===== config.mk =====
export PLATFORM = sky130hd
export DESIGN_NAME = simple_bus_arbiter
export DESIGN_NICKNAME = d
export VERILOG_FILES = /design/src/rtl/simple_bus_arbiter.sv
export SDC_FILE = /design/constraint.sdc
export NUM_CORES = 1
export LEC_CHECK = 0
export BUFFER_PORTS_ARGS = -buffer_cell sky130_fd_sc_hd__buf_2
export CAP_MARGIN = 20
export CORE_MARGIN = 3
export CORE_UTILIZATION = 48
export CTS_BUF_LIST = sky130_fd_sc_hd__clkbuf_8 sky130_fd_sc_hd__clkbuf_16
export CTS_CLUSTER_DIAMETER = 200
export CTS_CLUSTER_SIZE = 28
export DETAILED_ROUTE_END_ITERATION = 16
export PLACE_DENSITY_LB_ADDON = 0.12
export SLEW_MARGIN = 10
export SYNTH_ARGS = -nofsm -noshare
export SYNTH_HDL_FRONTEND = slang
export SYNTH_SLANG_ARGS = --single-unit

===== constraint.sdc =====
create_clock -name clk -period 3.2 [get_ports clk]
set_clock_uncertainty 0.15 [all_clocks]
set_input_delay 0.32 -clock clk [delete_from_list [all_inputs] [get_ports clk]]
set_output_delay 0.32 -clock clk [all_outputs]
set_load 0.05 [all_outputs]

===== src/rtl/simple_bus_arbiter.sv =====
// Two-requester round-robin arbiter for a single shared bus.
// Issues one command per arbitration and returns read data after RD_LATENCY cycles.
module simple_bus_arbiter #(
    parameter int unsigned RD_LATENCY = 1
) (
    input  logic        clk,
    input  logic        rst_n,
    input  logic        m0_req,
    input  logic        m0_op,
    input  logic [15:0] m0_addr,
    input  logic [15:0] m0_wr_data,
    input  logic        m1_req,
    input  logic        m1_op,
    input  logic [15:0] m1_addr,
    input  logic [15:0] m1_wr_data,
    output logic        m0_gnt,
    output logic        m1_gnt,
    output logic        m0_rd_valid,
    output logic        m1_rd_valid,
    output logic [15:0] m0_rd_data,
    output logic [15:0] m1_rd_data,
    output logic        bus_valid,
    output logic        bus_op,
    output logic [15:0] bus_addr,
    output logic [15:0] bus_wr_data,
    input  logic [15:0] bus_rd_data,
    output logic        busy
);

    typedef enum logic [1:0] {IDLE, ISSUE, WAIT_RD} state_t;

    localparam logic [3:0] LAT = 4'(RD_LATENCY);

    state_t      state, state_nxt;
    logic        last, last_nxt;     // 1 = m1 was granted last
    logic        sel, sel_nxt;       // owner of the transaction in flight
    logic [3:0]  cnt, cnt_nxt;
    logic        pick;
    logic        m0_gnt_nxt, m1_gnt_nxt;
    logic        m0_rd_valid_nxt, m1_rd_valid_nxt;
    logic [15:0] m0_rd_data_nxt, m1_rd_data_nxt;
    logic        bus_valid_nxt, bus_op_nxt;
    logic [15:0] bus_addr_nxt, bus_wr_data_nxt;

    always_comb begin
        state_nxt       = state;
        last_nxt        = last;
        sel_nxt         = sel;
        cnt_nxt         = cnt;
        pick            = 1'b0;
        m0_gnt_nxt      = 1'b0;
        m1_gnt_nxt      = 1'b0;
        m0_rd_valid_nxt = 1'b0;
        m1_rd_valid_nxt = 1'b0;
        m0_rd_data_nxt  = m0_rd_data;
        m1_rd_data_nxt  = m1_rd_data;
        bus_valid_nxt   = 1'b0;
        bus_op_nxt      = 1'b0;
        bus_addr_nxt    = '0;
        bus_wr_data_nxt = '0;

        case (state)
            IDLE: begin
                if (m0_req || m1_req) begin
                    // On conflict the requester not granted last wins.
                    pick          = (m0_req && m1_req) ? ~last : m1_req;
                    sel_nxt       = pick;
                    last_nxt      = pick;
                    state_nxt     = ISSUE;
                    bus_valid_nxt = 1'b1;
                    m0_gnt_nxt    = ~pick;
                    m1_gnt_nxt    = pick;
                    bus_op_nxt    = pick ? m1_op : m0_op;
                    bus_addr_nxt  = pick ? m1_addr : m0_addr;
                    if (bus_op_nxt)
                        bus_wr_data_nxt = pick ? m1_wr_data : m0_wr_data;
                end
            end
            ISSUE: begin
                if (bus_op) begin
                    state_nxt = IDLE;
                end else begin
                    state_nxt = WAIT_RD;
                    cnt_nxt   = LAT;
                end
            end
            WAIT_RD: begin
                if (cnt <= 4'd1) begin
                    state_nxt = IDLE;
                    cnt_nxt   = '0;
                    if (sel) begin
                        m1_rd_data_nxt  = bus_rd_data;
                        m1_rd_valid_nxt = 1'b1;
                    end else begin
                        m0_rd_data_nxt  = bus_rd_data;
                        m0_rd_valid_nxt = 1'b1;
                    end
                end else begin
                    cnt_nxt = cnt - 4'd1;
                end
            end
            default: state_nxt = IDLE;
        endcase
    end

    always_ff @(posedge clk or negedge rst_n) begin
        if (!rst_n) begin
            state       <= IDLE;
            last        <= 1'b1;
            sel         <= 1'b0;
            cnt         <= '0;
            m0_gnt      <= 1'b0;
            m1_gnt      <= 1'b0;
            m0_rd_valid <= 1'b0;
            m1_rd_valid <= 1'b0;
            m0_rd_data  <= '0;
            m1_rd_data  <= '0;
            bus_valid   <= 1'b0;
            bus_op      <= 1'b0;
            bus_addr    <= '0;
            bus_wr_data <= '0;
        end else begin
            state       <= state_nxt;
            last        <= last_nxt;
            sel         <= sel_nxt;
            cnt         <= cnt_nxt;
            m0_gnt      <= m0_gnt_nxt;
            m1_gnt      <= m1_gnt_nxt;
            m0_rd_valid <= m0_rd_valid_nxt;
            m1_rd_valid <= m1_rd_valid_nxt;
            m0_rd_data  <= m0_rd_data_nxt;
            m1_rd_data  <= m1_rd_data_nxt;
            bus_valid   <= bus_valid_nxt;
            bus_op      <= bus_op_nxt;
            bus_addr    <= bus_addr_nxt;
            bus_wr_data <= bus_wr_data_nxt;
        end
    end

    assign busy = (state != IDLE);

endmodule


**Yosys cells after proc, flatten, opt, wreduce, memory -nomap -nowiden**

Index checks and enable logic that the tools add are counted.
Widths: inputs -> output; s select.

- Flip-flop bits (word level): 78
- Output and inout bits: 71
- Input port bits: 86
- Word-level logic and storage cells: 64

- Order comparisons: 1
- Mux-type cells: 30
- Add/sub/neg operators: 1
- Reduce and logical (&&, ||, !) cells: 10
- Equal/unequal tests: 5
- Bitwise logic cells: 3

Operators with widths:

| operator | number |
|---|---|
| $mux 16 | 7 |
| $mux 1 | 16 |
| $mux 4 | 2 |
| $pmux 4 s2 | 1 |
| $mux 2 | 3 |
| $ne 2x2->1 const B | 3 |
| $pmux 2 s3 | 1 |
| $reduce_and 2->1 | 3 |
| $reduce_and 3->1 | 2 |
| $le 4x1->1 const B | 1 |
| $reduce_bool 2->1 | 2 |
| $sub 4x1->4 const B | 1 |
| $not 1->1 | 3 |
| $eq 2x1->1 const B | 1 |
| $eq 2x2->1 const B | 1 |
| $logic_not 2->1 | 1 |
| $logic_and 1x1->1 | 1 |
| $logic_or 1x1->1 | 1 |

**Logic depth before layout (Yosys ltp)**

- Depth after elaboration: 6
- Gate-level depth with buffers: 6
- Gate-level depth less buffers: 5

**Worst setup path before layout**

OpenSTA, ideal clock, no wires.

- Kind: reg2reg
- From: register cnt[0]
- To: register m1_rd_data[10]
- Buffers on the path: 1
- Clock period less this slack: 1964 ps
- Slack: 1236 ps
- Data required time: 2925 ps
- Arrival time: 1689 ps
- Cell stages (with the launch flop): 7
- Setup time: 125 ps
- Path through: dfrtp_1 inv_1 ha_1 nor2_1 nand4b_2 buf_4 mux2_2

- Longest elaborated chain between the ends: 2

RTL lines:

| what | RTL line | source |
|---|---|---|
| start: declaration | 37 | `logic [3:0] cnt, cnt_nxt;` |
| start signal: assignment | 126 | `cnt <= cnt_nxt;` |
| $le 4x1->1 | 88 | `if (cnt <= 4'd1) begin` |
| $reduce_and 3->1 (no source line) | -- |  |
| end signal: assignment | 132 | `m1_rd_data <= m1_rd_data_nxt;` |
| end: declaration | 21 | `output logic [15:0] m1_rd_data,` |

Every way passes these cells.
A chain may end at the register's enable or synchronous reset.

**Final worst setup path**

- From: register cnt[0]
- To: register m1_rd_data[4]

The elaborated chain is that of the path after synthesis.

==> impl_metrics.toml <==
[synthesis]
synthArstFlopShare_pct = 100
syn-num-nets = 299
ys_seq_area_share_pct = 64.2
synth.yosys.warnings = 0
dominantRegCellSynth = "sky130_fd_sc_hd__dfrtp_1"
yosys.area.top_type_share_pct = 63.4
synth.largest_area_cell = "sky130_fd_sc_hd__dfrtp_1"
synth.most_common_cell = "sky130_fd_sc_hd__dfrtp_1"
syn_avg_cell_area_um2 = 14.4
synth_commonest_cells = "sky130_fd_sc_hd__dfrtp_1, sky130_fd_sc_hd__mux2_2, sky130_fd_sc_hd__nor3_1"
synth_enable_flop_cells = 0
number_of_storage_elements_in_the_synthesis_netlist = 78
netlist_instances = 211
synth_area_um2 = 3040
synth_cell_types = 33
netlist_top_cells_area = "sky130_fd_sc_hd__dfrtp_1, sky130_fd_sc_hd__mux2_2, sky130_fd_sc_hd__mux2i_1"

[global_route]
grt_remaining_overflow = 0
grt_pass1_vias = 2304
grt_antenna_before_repair = 0
grt_first_pass_wirelength_um = 10900
grt_max_degree = 79
grtUsageTotal_pct = 19.4

[run]
max-cap-violations = 0

[sta]
max-slew-margin-rel_pct = 37.6
fin_crit_period_ps = 2160
final-max-slew-violation-count = 0
setup_tns_ps = 0
final-setup-viol-count = 0
crit_share_post_route_pct = 67.3
timing_worst_slew_pin_value_ps = 936
rsz0062_at_grt = "no"
hold_viol_final = 49
peak_clock_frequency_supported_by_timing_mhz = 464
worst_hold_slack_ps = -18.4

[floorplanning]
std_cell_rows = 28
floorplan.io_pins = 157
die-height_um = 85.6
die-width_um = 85.6
initial_cell_density_of_the_core_pct = 50.5
core_area_um2 = 6030
die_area_um2 = 7320

[power]
power_density_normalized_to_cell_area_nw_per_um2 = 1140
power.net_switching_mw = 2.24
power_frac_comb_pct = 50.8
clkPwrFrac_pct = 16.7
intPower_mw = 2.44
power.ir.vdd_worst_mv = 0.780
seqPwrFrac_pct = 32.5
p_leak_nw = 2.17
sw_frac_of_total_pct = 47.9

[layout]
antennaDiodeCount = 0
syn2layout_area_growth_pct = 34.4
final_layout_size_suffix_gt1_share_pct = 57.0
layout.nets = 457

[detailed_routing]
drt_iter0_markers = 40
avgRoutedWirePerCell_um = 15.1
post-route-drc-count = 0
drt-total-wl_um = 6780
detailedRoute.firstPassIterationCount = 4
route.vias.total = 2241
post_drt_antenna_nets = 0
average_vias_per_placed_instance = 4.99

[worst_setup_path]
critPathCaptureType = "flip-flop"
worst_path_max_delay_cell = "sky130_fd_sc_hd__nand4b_2"
worstPathMaxFanout = 17
path_class = "reg -> reg"
cpPeakStageDelay_ps = 490
regToRegSetupSlack_ps = 1040
crit_family = "simple AND/OR/NAND/NOR gates"
timing.critical_path.required_ps = 3270
timing.critical_path.arrival_ps = 2220
critical_path.cell_chain = "inv_1 > ha_1 > nor2_1 > nand4b_2 > mux2_2"
cp.buffers_inverters = 1
cp-start-kind = "flip-flop"

[placement]
dp_hpwl_um = 5080
gpl.final_weighted_congestion = 0.760
io_buffer_count = 156

[run_status]
violations = "hold timing"
run_status = "finished with violations"

[cts]
clk_path_buf_depth = 2
cts_tree = "yes"
post_cts_setup_buffers = 0
cts.clk_slew.worst_paths_ps = 70
cts_root_buffer = "sky130_fd_sc_hd__clkbuf_8"
clock_insertion_delay_worst_skew_ps = 340
cts.sink_count = 78
resized_cells_post_cts = 0
h_tree_depth = 3
cts-hold-fix-buffers = 0
cts-buffers-inserted = 9

[worst_hold_path]
hold_path.class = "in -> async"
-- sequential cells by signal, summed over array words and instances (netlist names) --
| signal | cells |
|---|---|
| bus_op | 1 |
| m0_rd_data | 16 |
| bus_valid | 1 |
| bus_addr | 16 |
| m1_rd_valid | 1 |
| sel | 1 |
| m0_rd_valid | 1 |
| m1_rd_data | 16 |
| m0_gnt | 1 |
| cnt | 4 |
| bus_wr_data | 16 |
| state | 2 |
| m1_gnt | 1 |
| last | 1 |
-- cells in the final DEF, fill, tap and decap left out, drive strengths merged, types with 2 or more instances in the layout --
cell and instances:
bufinv 2, clkinv 3, mux2 32, buf 158, dfrtp 77, a22o 16, nor3 17, o21ai 3
nor2 7, ha 2, a31oi 3, nand2 2, clkbuf 9, nand2b 3, inv 6, mux2i 16
-- through the flow --
stage | power, mW | util, % | std cells | instance area [um2] | worst slack, ps
floorplan | 3.38 | - | 211 | 3040 | 1240
global placement | 3.90 | 64.3 | 433 | 3870 | 1150
detailed placement | 3.94 | 64.3 | 433 | 3870 | 1060
CTS | 4.73 | 67.8 | 449 | 4090 | 1030
global route | 4.92 | 67.8 | 449 | 4090 | 927
finish | 4.67 | 67.8 | 449 | 4090 | 1040
-- power groups by stage --
| stage | logic [mW] | clock network (mW) | registers [mW] |
|---|---|---|---|
| 2_1_floorplan | 0.692 | 0 | 2.68 |
| 3_3_place_gp | 2.36 | 0 | 1.53 |
| 3_5_place_dp | 2.40 | 0 | 1.54 |
| 4_1_cts | 2.40 | 0.799 | 1.52 |
| 5_1_grt | 2.50 | 0.851 | 1.57 |
| 6_report | 2.38 | 0.780 | 1.52 |
-- logic make-up after synthesis --
logic type               count (synthesis)  share of synthesized area [%]
buffers and inverters                   16                           2.67
multiplexers                            48                           17.1
AO/OA/AOI/OAI                           30                           8.07
flip-flops                              78                           64.2
AND/OR/NAND/NOR                         37                           7.08
adder cells (fa/ha/maj)                  2                          0.823
-- final cells by class --
type | instances | area (um2)
flip-flops and latches | 78 | 1950
fillers | 483 | 1940
multi-input cells | 117 | 1010
repair buffers | 158 | 798
clock buffers | 9 | 124
well taps | 75 | 93.8
clock inverters | 7 | 90.1
inverters | 5 | 18.8
-- metal layers --
layer  share of wire [%]  GRT usage, %
met5                   0             0
met4                 1.5          8.20
met3                  10          6.53
met2                  49          31.6
met1                  40          23.6
-- final timing paths --
kind                                      startpoint                         to  depth (start not counted)
min                                            rst_n  m0_rd_data[3]$_DFFE_PN0P_                          1
max in group asynchronous                      rst_n     bus_addr[13]$_DFF_PN0_                          1
min in group clk                         m1_addr[10]     bus_addr[10]$_DFF_PN0_                          2
max reg2reg                       cnt[0]$_DFFE_PN0P_  m1_rd_data[4]$_DFFE_PN0P_                          5
max                               cnt[0]$_DFFE_PN0P_  m1_rd_data[4]$_DFFE_PN0P_                          5
min reg2reg                m1_rd_data[1]$_DFFE_PN0P_  m1_rd_data[1]$_DFFE_PN0P_                          1
(Power assumes the default switching activity.)
